## config.mk

```make
export PLATFORM = sky130hd
export DESIGN_NAME = pk_link
export DESIGN_NICKNAME = d
export VERILOG_FILES = /design/src/rtl/pk_link_pkg.sv /design/src/rtl/pk_link_tx.sv /design/src/rtl/pk_link.sv
export SDC_FILE = /design/constraint.sdc
export NUM_CORES = 1
export LEC_CHECK = 0
export ABC_AREA = 0
export CAP_MARGIN = 30
export CORE_AREA = 2 2 118 86
export DETAILED_ROUTE_END_ITERATION = 16
export DIE_AREA = 0 0 120 88
export DONT_BUFFER_PORTS = 1
export HOLD_SLACK_MARGIN = 0.15
export PLACE_DENSITY_LB_ADDON = 0.3
export SKIP_CTS_REPAIR_TIMING = 1
export SLEW_MARGIN = 10
export SYNTH_ARGS = -nofsm -noshare
export SYNTH_HDL_FRONTEND = slang
export SYNTH_SLANG_ARGS = --single-unit
```

## constraint.sdc

```tcl
create_clock -name CLK_EXT -period 6.65 [get_ports CLK_EXT]
set_input_delay 1.33 -clock CLK_EXT [delete_from_list [all_inputs] [get_ports CLK_EXT]]
set_output_delay 1.33 -clock CLK_EXT [all_outputs]
set_load 0.005 [all_outputs]
```

## src/rtl/pk_link_pkg.sv

```systemverilog
// pk_link_pkg -- shared constants and types for the pk_link panel link.
//   Command classes decoded from rx_byte[7:5], frame header base, TX FSM
//   state encoding and the rotary default/invalid values.
package pk_link_pkg;

    localparam logic [2:0] CMD_NOP  = 3'b000;
    localparam logic [2:0] CMD_FN   = 3'b001;
    localparam logic [2:0] CMD_GRP  = 3'b010;
    localparam logic [2:0] CMD_KEY  = 3'b011;
    localparam logic [2:0] CMD_RSV  = 3'b100;
    localparam logic [2:0] CMD_ROT  = 3'b101;
    localparam logic [2:0] CMD_STAT = 3'b110;
    localparam logic [2:0] CMD_CLR  = 3'b111;

    localparam logic [7:0] HDR_BASE       = 8'hC0;
    localparam logic [3:0] ROTARY_DEFAULT = 4'd1;
    localparam logic [3:0] ROTARY_INVALID = 4'hF;

    typedef enum logic [1:0] {
        TX_IDLE    = 2'd0,
        TX_SEND    = 2'd1,
        TX_WAIT_HI = 2'd2,
        TX_WAIT_LO = 2'd3
    } tx_state_e;

endpackage

```

## src/rtl/pk_link_tx.sv

```systemverilog
// pk_link_tx -- status frame transmitter.
//   On a request in IDLE the status word is snapshotted and a frame is sent:
//   header (HDR_BASE | STATUS_BYTES-1) followed by the snapshot bytes, byte 0
//   (MSBs) first. Each byte waits for the UART to go idle, pulses tx_start,
//   then waits for busy to rise and fall again.
//   Handshake: o_tx_start is a one-cycle strobe with o_tx_byte valid in the
//   same cycle; i_tx_busy high means the UART owns the byte, and the next
//   byte is only offered once busy has been seen high and then low.
// Ports:
//   CLK_EXT, rst      clock, synchronous active-high reset
//   i_req             frame request (ignored unless IDLE)
//   i_status          status word, byte 0 in the MSBs
//   i_tx_busy         UART busy
//   o_tx_byte         byte to send (held between strobes)
//   o_tx_start        one-cycle send strobe
//   o_state           current FSM state (debug/observation)
module pk_link_tx
    import pk_link_pkg::*;
#(
    parameter int STATUS_BYTES = 4
) (
    input  logic                      CLK_EXT,
    input  logic                      rst,
    input  logic                      i_req,
    input  logic [8*STATUS_BYTES-1:0] i_status,
    input  logic                      i_tx_busy,
    output logic [7:0]                o_tx_byte,
    output logic                      o_tx_start,
    output tx_state_e                 o_state
);

    localparam int         SW        = 8 * STATUS_BYTES;
    localparam logic [7:0] HDR       = HDR_BASE | 8'(STATUS_BYTES - 1);
    // Byte count of a whole frame (header + payload).
    localparam logic [4:0] FRAME_LEN = 5'(STATUS_BYTES + 1);

    tx_state_e       r_state;
    tx_state_e       w_state_nxt;
    logic [4:0]      r_idx;        // bytes already strobed in this frame
    logic [SW-1:0]   r_snap;       // next payload byte always in the MSBs
    logic [7:0]      r_tx_byte;
    logic            r_tx_start;
    logic            w_fire;
    logic            w_load;
    logic [7:0]      w_byte;

    // State register
    always_ff @(posedge CLK_EXT) begin
        if (rst) begin
            r_state <= TX_IDLE;
        end else begin
            r_state <= w_state_nxt;
        end
    end

    // Next-state logic
    always_comb begin
        w_state_nxt = r_state;
        case (r_state)
            TX_IDLE:    if (i_req)      w_state_nxt = TX_SEND;
            TX_SEND:    if (!i_tx_busy) w_state_nxt = TX_WAIT_HI;
            TX_WAIT_HI: if (i_tx_busy)  w_state_nxt = TX_WAIT_LO;
            TX_WAIT_LO: if (!i_tx_busy)
                            w_state_nxt = (r_idx == FRAME_LEN) ? TX_IDLE : TX_SEND;
            default:    w_state_nxt = TX_IDLE;
        endcase
    end

    // Output / datapath control
    always_comb begin
        w_fire = (r_state == TX_SEND) && !i_tx_busy;
        w_load = (r_state == TX_IDLE) && i_req;
        w_byte = (r_idx == 5'd0) ? HDR : r_snap[SW-1 -: 8];
    end

    always_ff @(posedge CLK_EXT) begin
        if (rst) begin
            r_idx      <= '0;
            r_snap     <= '0;
            r_tx_byte  <= '0;
            r_tx_start <= 1'b0;
        end else begin
            r_tx_start <= w_fire;
            if (w_load) begin
                r_snap <= i_status;
                r_idx  <= '0;
            end else if (w_fire) begin
                r_tx_byte <= w_byte;
                r_idx     <= r_idx + 5'd1;
                // Payload bytes shift out; the header does not consume one.
                if (r_idx != 5'd0) r_snap <= r_snap << 8;
            end
        end
    end

    assign o_tx_byte  = r_tx_byte;
    assign o_tx_start = r_tx_start;
    assign o_state    = r_state;

endmodule

```

## src/rtl/pk_link.sv

```systemverilog
// pk_link -- front-panel command link.
//   Decodes one-byte commands into data keys, function keys (with a shared
//   monostable hold for MONO_MASK keys) and a rotary index, and returns
//   status frames through pk_link_tx.
//   Optional build macro PK_LINK_AUTOSTAT_EN: adds AUTOSTAT_TICKS and a
//   free-running counter that requests a status frame every period (dropped
//   silently if a frame is already in flight).
// Ports:
//   CLK_EXT, rst          clock, synchronous active-high reset
//   rx_byte, rx_valid     command byte and its one-cycle strobe
//   status                panel status, byte 0 in the MSBs
//   tx_busy               UART busy
//   tx_byte, tx_start     byte to send and its one-cycle strobe
//   keys, fnkey, rotary   panel outputs
//   cmd_err               one-cycle strobe on an ignored/invalid command
module pk_link
    import pk_link_pkg::*;
#(
    parameter int              KEYS_W       = 16,
    parameter int              FN_N         = 12,
    parameter logic [FN_N-1:0] MONO_MASK    = 12'hFF8,
    parameter int              PULSE_TICKS  = 1000,
    parameter int              STATUS_BYTES = 4
`ifdef PK_LINK_AUTOSTAT_EN
    , parameter int            AUTOSTAT_TICKS = 50_000
`endif
) (
    input  logic                      CLK_EXT,
    input  logic                      rst,
    input  logic [7:0]                rx_byte,
    input  logic                      rx_valid,
    input  logic [8*STATUS_BYTES-1:0] status,
    input  logic                      tx_busy,
    output logic [7:0]                tx_byte,
    output logic                      tx_start,
    output logic [KEYS_W-1:0]         keys,
    output logic [FN_N-1:0]           fnkey,
    output logic [3:0]                rotary,
    output logic                      cmd_err
);

    localparam int              CNT_W      = $clog2(PULSE_TICKS + 1);
    localparam logic [CNT_W-1:0] PULSE_LOAD = CNT_W'(PULSE_TICKS);

    logic [KEYS_W-1:0] r_keys,   w_keys_nxt;
    logic [FN_N-1:0]   r_fnkey,  w_fnkey_nxt;
    logic [4:0]        r_grp,    w_grp_nxt;
    logic [3:0]        r_rot,    w_rot_nxt;
    logic [CNT_W-1:0]  r_cnt,    w_cnt_nxt;   // 0 = idle, else cycles left
    logic              r_cmd_err, w_err;
    logic              w_stat_req;
    logic              w_tx_req;
    logic              w_tx_idle;
    tx_state_e         w_tx_state;

    // Key group placement: group g occupies bits [5g+4:5g]; bits past
    // KEYS_W-1 simply fall off when the shifted data is truncated.
    logic [7:0]        w_base;
    logic [36:0]       w_kdata, w_kmask;
    logic              w_key_ok;
    logic [3:0]        w_fn_idx;
    logic              w_fn_ok;

    assign w_base   = {3'b0, r_grp} * 8'd5;
    assign w_kdata  = {32'b0, rx_byte[4:0]} << w_base;
    assign w_kmask  = {32'b0, 5'h1F} << w_base;
    assign w_key_ok = ({24'b0, w_base} < 32'(KEYS_W));
    assign w_fn_idx = rx_byte[4:1];
    assign w_fn_ok  = ({28'b0, w_fn_idx} < 32'(FN_N));
    assign w_tx_idle = (w_tx_state == TX_IDLE);

    always_comb begin
        w_keys_nxt  = r_keys;
        w_fnkey_nxt = r_fnkey;
        w_grp_nxt   = r_grp;
        w_rot_nxt   = r_rot;
        w_cnt_nxt   = r_cnt;
        w_err       = 1'b0;
        w_stat_req  = 1'b0;

        // Monostable timer runs first so a set in the expiry cycle overrides it.
        if (r_cnt == CNT_W'(1)) begin
            w_cnt_nxt   = '0;
            w_fnkey_nxt = r_fnkey & ~MONO_MASK;
        end else if (r_cnt != '0) begin
            w_cnt_nxt = r_cnt - CNT_W'(1);
        end

        if (rx_valid) begin
            case (rx_byte[7:5])
                CMD_NOP: ;
                CMD_FN: begin
                    if (w_fn_ok) begin
                        for (int i = 0; i < FN_N; i++) begin
                            if (w_fn_idx == 4'(i)) begin
                                w_fnkey_nxt[i] = rx_byte[0];
                                if (rx_byte[0] && MONO_MASK[i]) w_cnt_nxt = PULSE_LOAD;
                            end
                        end
                    end else begin
                        w_err = 1'b1;
                    end
                end
                CMD_GRP: w_grp_nxt = rx_byte[4:0];
                CMD_KEY: begin
                    w_grp_nxt = r_grp + 5'd1;
                    if (w_key_ok)
                        w_keys_nxt = (r_keys & ~w_kmask[KEYS_W-1:0]) | w_kdata[KEYS_W-1:0];
                    else
                        w_err = 1'b1;
                end
                CMD_RSV: w_err = 1'b1;
                CMD_ROT: begin
                    if (rx_byte[3:0] == ROTARY_INVALID) w_err = 1'b1;
                    else                                w_rot_nxt = rx_byte[3:0];
                end
                CMD_STAT: begin
                    if (w_tx_idle) w_stat_req = 1'b1;
                    else           w_err      = 1'b1;
                end
                CMD_CLR: begin
                    w_keys_nxt  = '0;
                    w_fnkey_nxt = '0;
                    w_grp_nxt   = '0;
                    w_rot_nxt   = ROTARY_DEFAULT;
                    w_cnt_nxt   = '0;
                end
                default: ;
            endcase
        end
    end

    always_ff @(posedge CLK_EXT) begin
        if (rst) begin
            r_keys    <= '0;
            r_fnkey   <= '0;
            r_grp     <= '0;
            r_rot     <= ROTARY_DEFAULT;
            r_cnt     <= '0;
            r_cmd_err <= 1'b0;
        end else begin
            r_keys    <= w_keys_nxt;
            r_fnkey   <= w_fnkey_nxt;
            r_grp     <= w_grp_nxt;
            r_rot     <= w_rot_nxt;
            r_cnt     <= w_cnt_nxt;
            r_cmd_err <= w_err;
        end
    end

`ifdef PK_LINK_AUTOSTAT_EN
    localparam int               AUTO_W    = $clog2(AUTOSTAT_TICKS + 1);
    localparam logic [AUTO_W-1:0] AUTO_LAST = AUTO_W'(AUTOSTAT_TICKS - 1);

    logic [AUTO_W-1:0] r_auto_cnt;
    logic              w_auto_req;

    assign w_auto_req = (r_auto_cnt == AUTO_LAST);

    always_ff @(posedge CLK_EXT) begin
        if (rst || w_auto_req) r_auto_cnt <= '0;
        else                   r_auto_cnt <= r_auto_cnt + AUTO_W'(1);
    end

    // Periodic requests are only issued when the transmitter can take them.
    assign w_tx_req = w_stat_req | (w_auto_req & w_tx_idle);
`else
    assign w_tx_req = w_stat_req;
`endif

    pk_link_tx #(
        .STATUS_BYTES (STATUS_BYTES)
    ) u_tx (
        .CLK_EXT    (CLK_EXT),
        .rst        (rst),
        .i_req      (w_tx_req),
        .i_status   (status),
        .i_tx_busy  (tx_busy),
        .o_tx_byte  (tx_byte),
        .o_tx_start (tx_start),
        .o_state    (w_tx_state)
    );

    assign keys    = r_keys;
    assign fnkey   = r_fnkey;
    assign rotary  = r_rot;
    assign cmd_err = r_cmd_err;

endmodule

```

==> flow_metrics.tcl <==
set metrics [dict create \
    outcome "finished clean" \
    timing.slew.headroom_pct 54.5 \
    synthFlopType "sky130_fd_sc_hd__dfxtp_1" \
    fraction_of_final_layout_cells_with_drive_strength_greater_than_1_pct 6.27 \
    tritoncts_num_sinks 96 \
    vdd_ir_drop_max_v 0.000140 \
    cts_made_buffers 9 \
    worst_skew_pair.late_latency_ns 0.34 \
    aggregate_global_route_resource_usage_pct 20.5 \
    busiest_layer_in_global_routing "met1" \
    grt_antenna_before_repair 0 \
    finalNetCount 565 \
    startpoint_type "flop" \
    cts.clk_slew.worst_paths_ns 0.07 \
    drt_first_pass_iters 5 \
    synth_top_cells_by_area "sky130_fd_sc_hd__dfxtp_1 (42%), sky130_fd_sc_hd__mux2i_1 (10%), sky130_fd_sc_hd__nor2_1 (7.2%)" \
    slowest_stage "sky130_fd_sc_hd__nor4_4" \
    clock_tree.htree_level_count 3 \
    synthDistinctLibCells 56 \
    cts.path.max_buffers 2 \
    synthCells 519 \
    area_growth_pct 8.39 \
    max_cap_violations 0 \
    core_area_sq_mm 0.00942 \
    post-route-drc-count 0 \
    crit_path_cell_trace "ha_1 -> and3_1 -> fa_1 -> nor2b_2 -> o41a_4 -> nor4_4 -> mux2i_1 -> nor2_1" \
    crit_fanout 8 \
    postRouteWirelength_mm 10.9 \
    die_outline_area_sq_mm 0.0106 \
    final_util_pct 53.0 \
    post-route-period-util_pct 44.7 \
    netlist_area_sq_mm 0.00461 \
    tritoncts "built" \
    drt_first_iter_violations 260 \
    clock.fmax_ghz 0.336 \
    share_of_the_synthesized_area_in_the_top_cell_type_pct 41.7 \
    die_w_um 120 \
    synth_top_cell_by_area "sky130_fd_sc_hd__dfxtp_1" \
    io_buffers 0 \
    share_of_async_settable_or_async_resettable_flops_after_synthesis_pct 0 \
    finalSetupViolCount 0 \
    number_of_flops_mapped_to_enable_cells_by_yosys 0 \
    via_count_of_the_first_global_routing_pass 3313 \
    critical_path.max_stage_delay_ns 0.57 \
    met1_usage_pct 30.5 \
    number_of_placed_i_o_pins 86 \
    number_of_vias_after_detailed_routing 3675 \
    worst_slew_pin_slew_ns 0.683 \
    globalplace.congestion 0.829 \
    routed_via_density 5.76 \
    postSynthNetCount 579 \
    overflow 0 \
    critical_path.endpoint_type "flop" \
    timing_worst_setup_path_type "reg -> reg" \
    met3_usage_pct 4.62 \
    maximum_number_of_pins_on_one_net_before_global_route_repair 71 \
    yosys-top-cells-count "sky130_fd_sc_hd__dfxtp_1 (96), sky130_fd_sc_hd__nor2_1 (88), sky130_fd_sc_hd__mux2i_1 (48)" \
    setup-tns-final_ns 0 \
    use_met2_pct 29.9 \
    synth-seq-area-share_pct 41.7 \
    yosys_register_bits 96 \
    timing.final.max_slew_violations 0 \
    rsz0062_at_grt "false" \
    finalClockSkew_ns 0.00550 \
    cp_data_required_time_ns 6.87 \
    fin_crit_ns 2.97 \
    wl_per_cell_um 17.1 \
    synth.avg_cell_area_sq_um 8.87 \
    first_pass_grt_wire_length_mm 17.3 \
    min_path_type "reg -> reg" \
    cts_root_buf "sky130_fd_sc_hd__clkbuf_16" \
    power_leakage_nw 1.72 \
    synth-warning-count 0 \
    power_density_mw_per_mm2 297 \
    diode_count 0 \
    worst_ep_arrival_time_ns 3.19 \
    report.final.hold_viol_count 0 \
    drt.antenna.violating_nets 0 \
    placement_rows 30 \
    dp_hpwl_mm 7.85 \
    yosys.cell_count.top_type "sky130_fd_sc_hd__dfxtp_1" \
    hold_slack_ns 0.470 \
    die_height_um 88 \
    initial_utilization_pct 48.9 \
]
## routing by layer
layer | vias up | wire length, um
li1 | 1837 | -
met1 | 1747 | 5650
met2 | 84 | 4590
met3 | 7 | 542
met4 | 0 | 99
met5 | - | 0
## cells in the final DEF, fill, tap and decap left out, drive strengths merged, types with 7 or more instances in the layout
cell	count
a211oi	25
a21oi	34
a22oi	10
clkbuf	12
dfxtp	96
ha	15
inv	17
mux2i	48
nand2	22
nand3	17
nor2	89
nor2b	7
nor3	24
o211ai	9
o21ai	12
xnor2	7
## power by group
part	internal, mW	switching [mW]	leakage, nW
combinational	0.124	0.160	0.790
clock	0.322	0.219	0.155
sequential	0.616	0.0420	0.778
## cells by family after synthesis
| group | share of synthesized area (%) |
|---|---|
| fa+ha+maj | 4.51 |
| mux | 10.4 |
| compound gates | 16.1 |
| buf+inv | 3.86 |
| simple gates | 21.1 |
| flops | 41.7 |
| xor+xnor | 2.28 |
## layout make-up
| type | count | area (sq um) |
|---|---|---|
| clock inverters | 4 | 51.3 |
| inverters | 17 | 63.8 |
| flip-flops and latches | 96 | 1920 |
| multi-input cells | 378 | 2510 |
| fillers | 863 | 4430 |
| well taps | 128 | 160 |
| repair buffers | 3 | 22.5 |
| clock buffers | 12 | 267 |
## per-stage QoR
stage	area, sq um	power [mW]	std cells	setup WS (ns)
detailed placement	4670	0.950	622	3.72
finish	4990	1.48	638	3.68
global placement	4670	0.943	622	3.84
global route	4990	1.56	638	3.55
floorplan	4610	0.905	519	3.98
CTS	4990	1.49	638	3.70
## sequential cells by signal, indices dropped and copies added (netlist names)
name             cells
u_tx.o_tx_start      1
u_tx.r_idx           5
u_tx.r_snap         32
u_tx.o_state         2
fnkey               12
r_grp                5
rotary               4
u_tx.o_tx_byte       8
keys                16
cmd_err              1
r_cnt               10
## worst max-delay path: cells and delay by family (launching register included)
family | cells | cell delay (ns)
fa+ha+maj | 2 | 0.70
simple gates | 4 | 1.02
compound gates | 1 | 0.41
flops | 1 | 0.45
mux | 1 | 0.27
## final timing paths
path / from / end / slack (ns) / cells past startpoint
max: r_grp[1]$_SDFFE_PP0P_ / keys[14]$_SDFFE_PP0P_ / 3.68 / 8
min: u_tx.o_tx_byte[5]$_SDFFE_PP0P_ / u_tx.o_tx_byte[5]$_SDFFE_PP0P_ / 0.47 / 2
max reg2reg: r_grp[1]$_SDFFE_PP0P_ / keys[14]$_SDFFE_PP0P_ / 3.68 / 8
min reg2reg: u_tx.o_tx_byte[5]$_SDFFE_PP0P_ / u_tx.o_tx_byte[5]$_SDFFE_PP0P_ / 0.47 / 2
(Power assumes the default switching activity.)
==> edit 1 (same flow settings) <==
Remove the register `r_cmd_err`: a continuous assignment takes its place, so the output `cmd_err` follows one clock earlier.
--- a/src/rtl/pk_link.sv
+++ b/src/rtl/pk_link.sv
@@ -139,3 +139,2 @@
             r_cnt     <= '0;
-            r_cmd_err <= 1'b0;
         end else begin
@@ -146,5 +145,6 @@
             r_cnt     <= w_cnt_nxt;
-            r_cmd_err <= w_err;
         end
     end
+
+    assign r_cmd_err = w_err;
 
Behaviour: not the same (Yosys sat finds a counterexample within 4 cycles, from zero or initial values and one cycle with rst high).
==> edit 1 against the original RTL <==
  * Setup slack worse by 0.83 ns
  * Power up 2.2%
  * Sequential cell count down 1
  * Via count up 3.0%
  * Synthesized area down 2.9%
  * Hold slack worse by 0.0070 ns
  * Sequential power down 2%
  * Wire length down 1.2%
  * Cell area down 1.8%
==> edit 1: results <==
export IMPL_grt_pass1_vias=3374
export IMPL_synthTopCellsByArea="dfxtp_1, a22oi_1, a21oi_1"
export IMPL_grtUsageTotal=0.207
export IMPL_cellLeakagePower_nw=1.69
export IMPL_cpPeakStageDelay_ns=0.47
export IMPL_path_clk_slew_ns=0.07
export IMPL_hold_path_class="reg -> reg"
export IMPL_grt_max_degree=73
export IMPL_clock_path_buffers=2
export IMPL_irDropWorstVdd_mv=0.138
export IMPL_ys_async_sr_fraction=0
export IMPL_cts_max_level=3
export IMPL_place_hpwl_um=7670
export IMPL_gp_congestion=0.879
export IMPL_crit_family="adder cells"
export IMPL_synth_seq_area_share=0.425
export IMPL_syn_num_nets=586
export IMPL_drtIter0Drc=391
export IMPL_critPathMaxFanout=6
export IMPL_ys_types=53
export IMPL_dr_total_vias=3785
export IMPL_startpoint="r_grp[3]"
export IMPL_r2r_slack_ns=3.61
export IMPL_slew_headroom=0.490
export IMPL_antenna_found_initial=0
export IMPL_wire_per_inst_um=16.8
export IMPL_largest_register="u_tx.r_snap"
export IMPL_rr_worst_depth=8
export IMPL_synthTopCellsByCount="dfxtp_1, nand2_1, nor2_1"
export IMPL_cts_made_buffers=9
export IMPL_skew_ns=0.00871
export IMPL_root_buffer="clkbuf_16"
export IMPL_firstDrtPassIters=5
export IMPL_portBuffers=0
export IMPL_crit_slowest_cell="dfxtp_1"
export IMPL_drive_gt1_frac=0.0685
export IMPL_critPathKind="reg -> out"
export IMPL_clkLatencyLatePin_ns=0.34
export IMPL_endpoint="cmd_err"
export IMPL_grt_pass1_wl_um=17400
export IMPL_post_dp_cell_area_mm2=0.00454
export IMPL_cp_data_arrival_time_ns=2.48
export IMPL_p_sw_uw=423
export IMPL_setup_violations=0
export IMPL_nets=566
export IMPL_status="completed"
[edit 1: per-layer routing]
metal / GRT usage / vias to the layer above / routed length, um / share of wire
li1: - / 1850 / - / -
met4: 0.0385 / 0 / 74 / 0.0069
met1: 0.303 / 1784 / 5010 / 0.47
met3: 0.0736 / 6 / 979 / 0.091
met2: 0.295 / 145 / 4680 / 0.44
met5: 0 / - / 0 / 0
[edit 1: worst min-delay path by stage]
stage,start,endpoint,slack [ns],cells past startpoint
final,u_tx.r_snap[1],u_tx.r_snap[9],0.46,2
after floorplan,u_tx.r_snap[15],u_tx.r_snap[23],0.42,2
after CTS,u_tx.r_snap[1],u_tx.r_snap[9],0.46,2
after detailed placement,u_tx.r_snap[2],u_tx.r_snap[10],0.44,2
after global placement,u_tx.r_snap[15],u_tx.r_snap[23],0.44,2
after global routing,u_tx.r_snap[2],u_tx.r_snap[10],0.47,2
[edit 1: tightest hold or removal path, cell delays in order, from the launching register on]
cell and delay, ns:
dfxtp_1 0.31, nand2_1 0.05, o21ai_1 0.05
[edit 1: cell families (layout without fill, tap and decap cells)]
| kind of cell | Yosys count | after routing | share of synthesized area |
|---|---|---|---|
| AND/OR/NAND/NOR | 176 | 176 | 0.198 |
| AO/OA/AOI/OAI | 167 | 167 | 0.238 |
| flip-flops | 95 | 95 | 0.425 |
| buffers and inverters | 49 | 34 | 0.0433 |
| adder cells (fa/ha/maj) | 16 | 16 | 0.0464 |
| multiplexers | 13 | 13 | 0.0294 |
| XOR/XNOR | 10 | 10 | 0.0196 |
[edit 1: power groups by stage]
| stage | Clock, mW | Sequential, mW | Combinational (mW) |
|---|---|---|---|
| 5_1_grt | 0.628 | 0.650 | 0.320 |
| 3_5_place_dp | 0 | 0.656 | 0.278 |
| 6_report | 0.590 | 0.644 | 0.282 |
| 2_1_floorplan | 0 | 0.646 | 0.242 |
| 4_1_cts | 0.602 | 0.643 | 0.280 |
| 3_3_place_gp | 0 | 0.654 | 0.270 |
[edit 1: layout make-up]
class / count / area [um2]
timing repair buffer: 3 / 42.5
sequential: 95 / 1900
fill: 877 / 4520
multi-input combinational: 382 / 2400
tap: 128 / 160
inverter: 15 / 56.3
clock inverter: 6 / 116
clock buffer: 10 / 229
[edit 1: metrics by stage]
stage                     setup WS (ns)  instances  power (mW)
final                              2.84        639        1.52
after detailed placement           3.22        622       0.934
after global placement             3.25        621       0.924
after global routing               2.69        639        1.60
after CTS                          2.87        638        1.53
after floorplan                    3.04        526       0.889
==> edit 2 (same settings) <==
Made on the original files. The option `PK_LINK_AUTOSTAT_EN` is turned on by a define.
--- a/src/rtl/pk_link.sv
+++ b/src/rtl/pk_link.sv
@@ -15,2 +15,4 @@
 //   cmd_err               one-cycle strobe on an ignored/invalid command
+`define PK_LINK_AUTOSTAT_EN
+
 module pk_link
Check against the original RTL: same outputs for any inputs over 4 cycles, from zero or initial values and one cycle with rst high; that may be too few to reach the edited logic, so the function may still have changed.
==> edit 2 against the original RTL <==
  * Wire length rose by 25%
  * Power rose by 12%
  * Count of clock-buffer cells in the layout down 2
  * Setup slack worse by 0.098 ns
  * Synthesized area rose by 24%
  * Global-route usage grew 4.7 points
  * Sequential cell count up 16
  * Non-clock buffer count is the same
  * Cell area up 21%
  * Hold slack got worse by 0.023 ns
  * Largest cell class unchanged
  * Highest routed layer unchanged
==> edit 2: results <==
export IMPL_grt_max_degree=58
export IMPL_synthTopCellsByArea="dfxtp_1, mux2i_1, nand2_1"
export IMPL_post_dp_cell_area_mm2=0.00569
export IMPL_root_buffer="clkbuf_16"
export IMPL_skew_ns=0.00727
export IMPL_diodes=0
export IMPL_gp_congestion=0.879
export IMPL_irDropWorstVdd_mv=0.154
export IMPL_clkLatencyLatePin_ns=0.34
export IMPL_synth_ff_type="dfxtp_1"
export IMPL_vias_per_cell=6.54
export IMPL_place_hpwl_um=9430
export IMPL_drtIter0Drc=452
export IMPL_cpPeakStageDelay_ns=0.58
export IMPL_firstDrtPassIters=5
export IMPL_grt_pass1_wl_um=21800
export IMPL_syn_num_nets=713
export IMPL_path_clk_slew_ns=0.07
export IMPL_status="completed"
export IMPL_synthTopCellsByCount="dfxtp_1, nand2_1, nand3_1"
export IMPL_portBuffers=0
export IMPL_pre_cts_slack_ns=3.63
export IMPL_synth_warnings=0
export IMPL_grtUsageTotal=0.253
export IMPL_dp_cells=735
export IMPL_synth_area_per_cell_um2=8.79
export IMPL_worst_slew_pin_slew_ns=0.911
export IMPL_startpoint="r_grp[3]"
export IMPL_largest_register="u_tx.r_snap"
export IMPL_cts_made_buffers=9
export IMPL_p_sw_uw=480
export IMPL_ys_types=71
export IMPL_cellLeakagePower_nw=2.06
export IMPL_crit_slowest_cell="nor3_1"
export IMPL_drive_gt1_frac=0.0642
export IMPL_drt_wl_total_um=13500
export IMPL_hp_start="r_auto_cnt[0]"
export IMPL_crit_family="simple AND/OR/NAND/NOR gates"
export IMPL_cp_data_arrival_time_ns=3.34
export IMPL_maxCapViolCount=0
export IMPL_largest_reg_flops=32
export IMPL_layout_cells_non_filler=751
export IMPL_grt_pass1_vias=4332
export IMPL_cts_max_level=3
export IMPL_synth_seq_area_share=0.391
export IMPL_nets=679
## edit 2: changes by cell type after synthesis, sizes merged, moves of 16 or more
cell | unedited run | this run
dfxtp | 96 | 112
nor2 | 89 | 38
nand2 | 22 | 72
a311oi | 1 | 25
nand3 | 17 | 48
mux2i | 48 | 29
## edit 2: layer usage
| layer | routed length [um] | global-route usage | vias to the layer above |
|---|---|---|---|
| met5 | 0 | 0 | - |
| met4 | 116 | 0.0524 | 0 |
| met3 | 944 | 0.0710 | 16 |
| met2 | 6030 | 0.380 | 172 |
| met1 | 6450 | 0.364 | 2354 |
| li1 | - | - | 2373 |
## edit 2: power groups by stage
stage          Combinational [mW]  Sequential [mW]  Clock, mW
4_1_cts                     0.311            0.757      0.600
6_report                    0.314            0.759      0.589
3_5_place_dp                0.309            0.773          0
5_1_grt                     0.351            0.764      0.630
3_3_place_gp                0.299            0.769          0
2_1_floorplan               0.275            0.755          0
## edit 2: layout make-up
cell class                 count  area (um2)
tap                          128         160
clock inverter                 6        90.1
clock buffer                  10         239
multi-input combinational    479        3210
fill                         839        3410
inverter                      13        48.8
timing repair buffer           3        22.5
sequential                   112        2240
## edit 2: worst paths after layout
check             endpoint  slack, ns  depth (start not counted)
min reg2reg  r_auto_cnt[0]       0.45                          1
max               keys[11]       3.58                          7
max reg2reg       keys[11]       3.58                          7
min          r_auto_cnt[0]       0.45                          1
## edit 2: logic make-up after synthesis
| family | Yosys count | share of synthesized area |
|---|---|---|
| muxes | 29 | 0.0507 |
| DFF | 112 | 0.391 |
| adders and majority gates | 17 | 0.0384 |
| xor gates and xnor gates | 20 | 0.0306 |
| AOI/OAI and AO/OA | 150 | 0.195 |
| buffers and inverters | 61 | 0.0483 |
| and+or+nand+nor | 263 | 0.245 |
